<file path="src/rtl/xlr8_prbs_check.sv">
// PRBS checker Xcelerator Block: self-synchronises to the XLR8 8-bit LFSR byte stream
// written over the data-memory bus, tracks lock/loss of lock and counts bit-stream errors.
module xlr8_prbs_check #(
  parameter logic [7:0] CTRL_ADDR  = 8'h00,
  parameter logic [7:0] STAT_ADDR  = 8'h00,
  parameter logic [7:0] DATA_ADDR  = 8'h00,
  parameter logic [7:0] ERRC_ADDR  = 8'h00,
  parameter int         LOCK_COUNT = 3,
  parameter int         LOSS_COUNT = 4
) (
  input  logic       clk,
  input  logic       rstn,
  input  logic       clken,
  input  logic [7:0] dbus_in,
  output logic [7:0] dbus_out,
  output logic       io_out_en,
  input  logic [7:0] ramadr,
  input  logic       ramre,
  input  logic       ramwe,
  input  logic       dm_sel
);

  typedef enum logic [1:0] {IDLE = 2'b00, HUNT = 2'b01, VERIFY = 2'b10, LOCKED = 2'b11} state_t;

  localparam logic [3:0] LOCK_N = 4'(LOCK_COUNT);
  localparam logic [3:0] LOSS_N = 4'(LOSS_COUNT);

  function automatic logic [7:0] step(input logic [7:0] x);
    return {x[6:0], x[7] ^ x[5] ^ x[4] ^ x[3]};
  endfunction

  state_t     state, state_nxt;
  logic       en, en_nxt;
  logic       lost, lost_nxt;
  logic [7:0] expected, exp_nxt;
  logic [7:0] errc, errc_nxt;
  logic [3:0] match_cnt, match_nxt;
  logic [3:0] bad_run, bad_nxt;

  logic sel_ctrl, sel_stat, sel_data, sel_errc;
  logic ctrl_wr, byte_ev;
  logic [3:0] match_inc, bad_inc;
  logic [7:0] step_b, step_e;

  assign sel_ctrl = dm_sel && (ramadr == CTRL_ADDR);
  assign sel_stat = dm_sel && (ramadr == STAT_ADDR);
  assign sel_data = dm_sel && (ramadr == DATA_ADDR);
  assign sel_errc = dm_sel && (ramadr == ERRC_ADDR);

  assign ctrl_wr   = clken && ramwe && sel_ctrl;
  assign byte_ev   = clken && ramwe && sel_data && en;
  assign match_inc = match_cnt + 4'd1;
  assign bad_inc   = bad_run + 4'd1;
  assign step_b    = step(dbus_in);
  assign step_e    = step(expected);

  always_comb begin
    state_nxt = state;
    en_nxt    = en;
    lost_nxt  = lost;
    exp_nxt   = expected;
    errc_nxt  = errc;
    match_nxt = match_cnt;
    bad_nxt   = bad_run;
    if (ctrl_wr) begin
      en_nxt = dbus_in[0];
      if (dbus_in[1]) begin
        errc_nxt  = 8'h00;
        lost_nxt  = 1'b0;
        match_nxt = 4'd0;
        bad_nxt   = 4'd0;
        state_nxt = dbus_in[0] ? HUNT : IDLE;
      end else if (!dbus_in[0]) begin
        state_nxt = IDLE;
      end else if (!en) begin
        state_nxt = HUNT;
      end
    end else if (byte_ev) begin
      case (state)
        HUNT: begin
          // 0x00 is the LFSR lock-up value, never a usable seed
          if (dbus_in != 8'h00) begin
            exp_nxt   = step_b;
            match_nxt = 4'd0;
            state_nxt = VERIFY;
          end
        end
        VERIFY: begin
          if (dbus_in == expected) begin
            match_nxt = match_inc;
            exp_nxt   = step_b;
            if (match_inc == LOCK_N) begin
              state_nxt = LOCKED;
              bad_nxt   = 4'd0;
            end
          end else if (dbus_in != 8'h00) begin
            exp_nxt   = step_b;
            match_nxt = 4'd0;
          end else begin
            state_nxt = HUNT;
          end
        end
        LOCKED: begin
          // free-running: isolated errors never resync the local LFSR
          exp_nxt = step_e;
          if (dbus_in == expected) begin
            bad_nxt = 4'd0;
          end else begin
            if (errc != 8'hFF) errc_nxt = errc + 8'd1;
            bad_nxt = bad_inc;
            if (bad_inc == LOSS_N) begin
              state_nxt = HUNT;
              lost_nxt  = 1'b1;
            end
          end
        end
        default: ;
      endcase
    end
  end

  always_ff @(posedge clk) begin
    if (!rstn) begin
      state     <= IDLE;
      en        <= 1'b0;
      lost      <= 1'b0;
      expected  <= 8'h00;
      errc      <= 8'h00;
      match_cnt <= 4'd0;
      bad_run   <= 4'd0;
    end else if (clken) begin
      state     <= state_nxt;
      en        <= en_nxt;
      lost      <= lost_nxt;
      expected  <= exp_nxt;
      errc      <= errc_nxt;
      match_cnt <= match_nxt;
      bad_run   <= bad_nxt;
    end
  end

  logic [7:0] ctrl_rd, stat_rd;
  assign ctrl_rd = {7'd0, en};
  assign stat_rd = {3'd0, errc == 8'hFF, state, lost, state == LOCKED};

  assign dbus_out = ({8{sel_ctrl}} & ctrl_rd) | ({8{sel_stat}} & stat_rd) |
                    ({8{sel_data}} & expected) | ({8{sel_errc}} & errc);
  assign io_out_en = ramre && (sel_ctrl || sel_stat || sel_data || sel_errc);

endmodule

</file>
<file path="config.mk">
export PLATFORM = sky130hd
export DESIGN_NAME = xlr8_prbs_check
export DESIGN_NICKNAME = d
export VERILOG_FILES = /design/src/rtl/xlr8_prbs_check.sv
export SDC_FILE = /design/constraint.sdc
export NUM_CORES = 1
export LEC_CHECK = 0
export CORE_UTILIZATION = 36
export CTS_CLUSTER_DIAMETER = 100
export DETAILED_ROUTE_END_ITERATION = 10
export PLACE_DENSITY = 0.72
export SLEW_MARGIN = 20
export SYNTH_ARGS = -nofsm -noshare
export SYNTH_HDL_FRONTEND = slang
export SYNTH_SLANG_ARGS = --single-unit
</file>
<file path="constraint.sdc">
create_clock -name clk -period 1.5 [get_ports clk]
set_clock_uncertainty 0.1 [all_clocks]
set_input_delay 0.3 -clock clk [delete_from_list [all_inputs] [get_ports clk]]
set_output_delay 0.3 -clock clk [all_outputs]
set_load 0.02 [all_outputs]
</file>
==> results of run 1 <==
metrics by stage:
| step | setup WS, ns | cells | hold slack [ns] |
|---|---|---|---|
| after floorplan | -0.0682 | 77 | 0.331 |
| after detailed placement | -0.982 | 129 | 0.345 |
| after global routing | -0.212 | 138 | 0.387 |
| final | -0.161 | 138 | 0.374 |
| after global placement | -0.956 | 129 | 0.343 |
| after CTS | -0.205 | 137 | 0.376 |
sequential cells by signal, indices dropped and copies added (netlist names):
signal    cells
en            1
errc          8
expected      8
lost          1
state         2
worst max path at each step:
stage | from | to | slack, ns | depth (start not counted)
floorplan | ramadr[2] | errc[7] | -0.07 | 6
global placement | ramadr[2] | dbus_out[7] | -0.96 | 5
detailed placement | ramadr[2] | dbus_out[4] | -0.98 | 5
CTS | ramadr[6] | io_out_en | -0.21 | 6
global route | ramadr[6] | dbus_out[5] | -0.21 | 7
finish | ramadr[6] | dbus_out[5] | -0.16 | 7
synth_stat cells (all sizes together) (2+ instances only):
cell and count:
and2 9, and3 9, nor2 15, nor2b 2
clkbuf 2, dfxtp 20, nand2 2, inv 2
nor3 4, buf 2
power breakdown:
part	internal (uW)	switching (uW)
clock network	270	160
logic	36.4	28.5
registers	531	0.0341
total	837	189
logic make-up after synthesis:
kind of cell	after synthesis
buffers and inverters	6
flip-flops	20
multiplexers	1
AO/OA/AOI/OAI	3
AND/OR/NAND/NOR	46
adder cells (fa/ha/maj)	1
what timing repair did:
action                                  in CTS  in global routing
endpoints found under the setup margin      21                 18
gates cloned                                 2                  0
pin swaps                                   21                  8
gates resized for setup                     94                 20
buffers inserted                             2                  1
cell type report:
class	count	area [um^2]
inverters	2	7.51
flip-flops and latches	20	403
repair buffers	32	283
clock buffers	3	22.5
clock inverters	1	30.0
well taps	27	33.8
multi-input cells	53	477
fillers	160	706
cell usage in the layout (no fill, tap or decap), drive strengths merged:
cell type      count
buf               20
nand3              2
nor2b              2
and3               9
nor4               1
nor3               4
clkdlybuf4s50      6
o21ai              1
o211a              1
and2               9
nor4b              1
ha                 1
dfxtp             20
a21oi              1
bufinv             1
nor2              15
mux2i              1
dlygate4sd2        2
nand2              2
clkbuf             7
inv                2
or2                2
nand4              1
routing by layer:
metal  part of all wire [%]  wire (um)  up-vias  global-route usage (%)
met5                      0          0        -                       0
met4                   0.62         11        0                    1.11
met3                    3.8         67        2                    6.04
met2                     56       1010       13                    31.4
met1                     39        700      307                    20.1
li1                       -          -      322                       -
worst reg2reg max path, cell delays in order (launching register included):
cell,delay [ns]
dfxtp_1,0.40
buf_4,0.13
nor2b_1,0.16
o21ai_0,0.09
o211a_1,0.13
==> flow_summary_export.csv, run 1 <==
group,metric,value,unit
final_layout,final_nets,135,
synth,seq_area_frac_synth,52.9,%
global_routing,antenna_found_initial,0,
cts,ctsHoldBuffers,0,
place,io_buffers,24,
synth,yosys.area.top_type,"dfxtp_1",
critical_path,timing.rr.start,"en",
status,failed_checks,"setup timing",
synth,yosys_warnings,0,
cts,clk_latency,0.30,ns
critical_path,required,1.10,ns
synth,synth_area,757,um^2
final_layout,diodes,0,
floorplan,fp-row-count,16,
place,dp_hpwl,1040,um
synth,synth.area.top_cells,"dfxtp_1, and2_1, and3_1, nor2_1, nor4b_4",
critical_path,cp-start-kind,"primary input",
synth,synthSimpleGateAreaFrac,36.5,%
status,outcome,"complete, but fails checks",
cts,h-tree-depth,1,
synth,async_flop_share,0,%
synth,synth.distinct_cells,22,
timing,finalWorstSetupSlack,-0.161,ns
final_layout,postLayoutCoreUtil,64.0,%
timing,hold_viol_final,0,
critical_path,worstPathCellList,"buf_6, nor4b_4, buf_4, nand3_4, buf_6, nor2_4, buf_6",
synth,syn_inst,77,
timing,min_period_over_period,111,%
pwr,power.total,1030,uW
floorplan,ioPinCount,31,
cts,cts_tree,"built",
critical_path,critPathCaptureType,"primary output",
floorplan,start_util,38.6,%
flow_run,drv_cap,0,
synth,synthMuxAreaShare,1.32,%
floorplan,core-area,1960,um^2
cts,clock_tree.root_cell,"clkbuf_4",
hold_path,hp-class,"flip-flop to flip-flop",
critical_path,timing.critical_path.mode_cell,"buf_6",
critical_path,critical_path_arrival,1.26,ns
route,antenna_left,0,
critical_path,worstReg2RegEnd,"state[0]",
critical_path,r2r_setup_slack,0.39,ns
floorplan,die_w,47.9,um
synth,synthXorXnorAreaFrac,0,%
critical_path,worst_r2r_path_depth,4,
synth,synth_area_per_cell,9.83,um^2
timing,min_period,1.66,ns
timing,final_max_slew_viol_count,0,
hold_path,min_from,"expected[5]",
critical_path,crit_type,"primary input to primary output",
final_layout,areaGrowthSynthToFinish,65.9,%
global_routing,gr-total-overflow,0,
timing,maxSlewHeadroom,79.6,%
cts,clkSinkCount,20,
global_routing,grt_max_degree,21,
pwr,irDropWorstVdd,0.724,mV
synth,synthFlopType,"dfxtp_1",
floorplan,die-area,2290,um^2
pwr,p_leak,0.000508,uW
timing,timing.fmax,602,MHz
timing,rsz0062_at_grt,"yes",
global_routing,grt_pass1_vias,625,
synth,synthAdderAreaFrac,1.65,%
hold_path,holdPathStages,1,
critical_path,cp_slowest_cell,"nor4b_4",
hold_path,min_to,"expected[5]",
route,drc,0,
route,drt_wl_total,1790,um
global_routing,grt_pass1_wl,2720,um
synth,synth_seq_cells,20,
timing,setup_violations,12,
route,drt_iter0_drc,6,
cts,cts.clk_slew.worst_paths,0.10,ns
route,wl_per_cell,12.9,um
synth,syn_nets,100,
place,place_area,1040,um^2
place,globalplace.congestion,0.685,
critical_path,worst-path-max-fanout,4,
final_layout,drive_above_1_share,49.5,%
critical_path,path_delay_family,"buffers and inverters",
floorplan,die_height,47.9,um
critical_path,cpPeakStageDelay,0.24,ns
cts,cts_buffers,3,
timing,tightest_slew,0.305,ns
global_routing,grt_usage,17.2,%
route,firstDrtPassIters,4,
route,num_vias,644,
timing,finalSetupTns,-1.25,ns
synth,synth_compound_area_share,2.64,%
critical_path,crit_buf_inv,4,
synth,synth_top_area_share,52.9,%
final_layout,final_cell_area,1260,um^2
pwr,p_per_area,817,nW/um^2
route,vias_per_cell,4.67,
cts,ctsLongestPathBuffers,2,
synth,synth_edf_count,0,
synth,synth_top_family_by_area,"simple AND/OR/NAND/NOR gates",
No activity file was read; power rests on OpenSTA's default activity.
==> inputs of run 2 (changes only) <==
--- a/config.mk
+++ b/config.mk
@@ -5,10 +5,13 @@
 export SDC_FILE = /design/constraint.sdc
 export NUM_CORES = 1
 export LEC_CHECK = 0
-export CORE_UTILIZATION = 36
+export ABC_AREA = 1
+export CORE_MARGIN = 1.5
+export CORE_UTILIZATION = 50
 export CTS_CLUSTER_DIAMETER = 100
 export DETAILED_ROUTE_END_ITERATION = 10
-export PLACE_DENSITY = 0.72
+export DONT_BUFFER_PORTS = 1
+export PLACE_DENSITY = 0.68
 export SLEW_MARGIN = 20
 export SYNTH_ARGS = -nofsm -noshare
 export SYNTH_HDL_FRONTEND = slang
==> flow_summary_export.csv, run 2 <==
group,metric,value,unit
status,outcome,"complete, but fails checks",
status,failed_checks,"setup timing",
timing,tightest_slew,0.333,ns
route,drt_wl_total,1290,um
pwr,p_int,690,uW
final_layout,diodes,0,
timing,timing.fmax,646,MHz
cts,clock_tree.root_cell,"clkbuf_4",
cts,ctsLongestPathBuffers,2,
final_layout,num-fill-cells,129,
synth,synth_edf_count,0,
floorplan,die_w,43.0,um
synth,syn_nets,126,
place,dp_hpwl,907,um
route,drt_iter0_drc,4,
timing,rsz0062_at_grt,"yes",
route,vias_per_cell,4.74,
pwr,irDropWorstVdd,0.699,mV
critical_path,timing.rr.start,"en",
global_routing,grt_pass1_vias,500,
pwr,netSwitchingFraction,19.0,%
final_layout,reg.largest.list,"errc (8), expected (8), state (2)",
synth,yosysMostFrequentCell,"inv_1",
route,num_vias,588,
hold_path,min_from,"rstn",
global_routing,grt_max_degree,18,
timing,maxSlewHeadroom,77.6,%
synth,yosys.area.top_type,"dfxtp_1",
cts,cts.clk_slew.worst_paths,0.10,ns
synth,async_flop_share,0,%
pwr,p_leak,0.000488,uW
pwr,p_per_area,868,nW/um^2
floorplan,core-area,1510,um^2
synth,synth.area.top_cells,"dfxtp_1, inv_1, nor2_1, nand3_1, nand2_1",
timing,final_max_slew_viol_count,0,
critical_path,critPathCaptureType,"primary output",
timing,hold-worst-slack,0.0116,ns
pwr,power_frac_clock,34.7,%
final_layout,final_common_cell,"inv_1",
critical_path,critical_path_arrival,1.15,ns
pwr,seqPwrFrac,62.3,%
critical_path,critPathLaunch,"state[1]",
cts,clkSinkCount,20,
synth,synthTopCellsByCount,"inv_1, dfxtp_1, nor2_1, nand2_1, nand3_1",
route,antenna_left,0,
synth,synth.distinct_cells,17,
synth,synth_seq_cells,20,
floorplan,start_util,53.2,%
timing,finalWorstSetupSlack,-0.0487,ns
floorplan,fp-row-count,14,
final_layout,final_cell_mix,"inv_1, dfxtp_1, nand2_1",
synth,synth_top_area_share,50.0,%
critical_path,worst-path-max-fanout,3,
synth,synth_area,801,um^2
place,globalplace.congestion,0.675,
timing,min_period_over_period,103,%
pwr,p_comb_share,3.0,%
critical_path,crit_type,"flip-flop to primary output",
place,io_buffers,0,
synth,yosys_warnings,0,
floorplan,ioPinCount,31,
timing,setup_violations,1,
final_layout,drive_above_1_share,22.2,%
route,wl_per_cell,10.4,um
cts,h-tree-depth,1,
timing,hold_viol_final,0,
synth,seq_area_frac_synth,50.0,%
critical_path,cp-start-kind,"flip-flop",
final_layout,areaGrowthSynthToFinish,22.5,%
final_layout,final_nets,132,
global_routing,gr-total-overflow,0,
cts,cts_buffers,3,
floorplan,die-area,1850,um^2
global_routing,grt_usage,15.4,%
cts,cts_tree,"built",
synth,syn_inst,103,
synth,synthFlopType,"dfxtp_1",
global_routing,grt_pass1_wl,2130,um
place,dp_slack,0.0463,ns
hold_path,hp-class,"primary input to flip-flop",
route,firstDrtPassIters,4,
synth,synth_area_per_cell,7.77,um^2
floorplan,die_height,43.0,um
timing,finalSetupTns,-0.0487,ns
cts,post_cts_buffers,0,
pwr,p_switching,162,uW
timing,min_period,1.55,ns
cts,clk_latency,0.29,ns
flow_run,drv_cap,0,
critical_path,required,1.10,ns
global_routing,antenna_found_initial,0,
route,drc,0,
[run 2: cell types whose count changed after synthesis, moves of 2 or more]
cell | before | now
nor2_1 | 14 | 17
nor2b_1 | 2 | 0
and2_1 | 9 | 0
buf_1 | 0 | 2
inv_1 | 2 | 25
nand3_1 | 0 | 11
and3_1 | 9 | 0
clkbuf_1 | 2 | 0
nand2_1 | 2 | 14
[run 2: repair_timing]
item / 4_1_cts / 5_1_grt
endpoints found under the hold margin: 3 / 2
setup endpoints to repair: 1 / 1
gates resized for setup: 3 / 2
hold buffers: 1 / 1
[run 2: power groups by stage]
stage	clock (uW)	sequential, uW	combinational [uW]
3_3_place_gp	0	543	18.7
4_1_cts	305	531	23.2
3_5_place_dp	0	543	19.7
5_1_grt	329	531	27.2
6_report	296	531	25.6
2_1_floorplan	0	543	23.5
[run 2: routing by layer]
layer,up-vias,global-route usage (%),wire length [um]
li1,318,-,-
met1,254,22.3,602
met2,14,22.1,613
met3,2,4.26,60
met4,0,5.45,9
met5,-,0,0
[run 2: layout make-up]
class	instances	area (um^2)	share of cell area, %
inverter	25	93.8	9.57
timing repair buffer	5	42.5	4.34
sequential	20	403	41.1
tap	16	20.0	2.04
clock buffer	4	36.3	3.70
multi-input combinational	54	385	39.3
[run 2: final timing paths]
path | endpoint | slack [ns] | depth (start not counted)
hold / removal | expected[6] | 0.01 | 2
setup reg to reg | state[0] | 0.56 | 5
hold reg to reg | expected[5] | 0.33 | 2
setup / recovery | dbus_out[0] | -0.05 | 4
[run 2: cell families (layout without fill, tap and decap cells)]
logic type	after synthesis	after routing	share of synthesized area, %
AND/OR/NAND/NOR	53	53	33.8
buffers and inverters	29	34	14.7
flip-flops	20	20	50.0
adder cells (fa/ha/maj)	1	1	1.56
[run 2: stage by stage]
stage,std cells,instance area [um^2],util [%],power [uW]
2_1_floorplan,103,885,-,566
5_1_grt,124,981,65.1,888
3_5_place_dp,118,903,60.0,563
4_1_cts,123,960,63.7,859
6_report,124,981,65.1,852
3_3_place_gp,118,903,60.0,562
[run 2: critical path: stages (launching register included)]
cell,delay [ns]
dfxtp_2,0.36
ha_4,0.15
nor4_2,0.14
buf_4,0.16
nor2_4,0.04
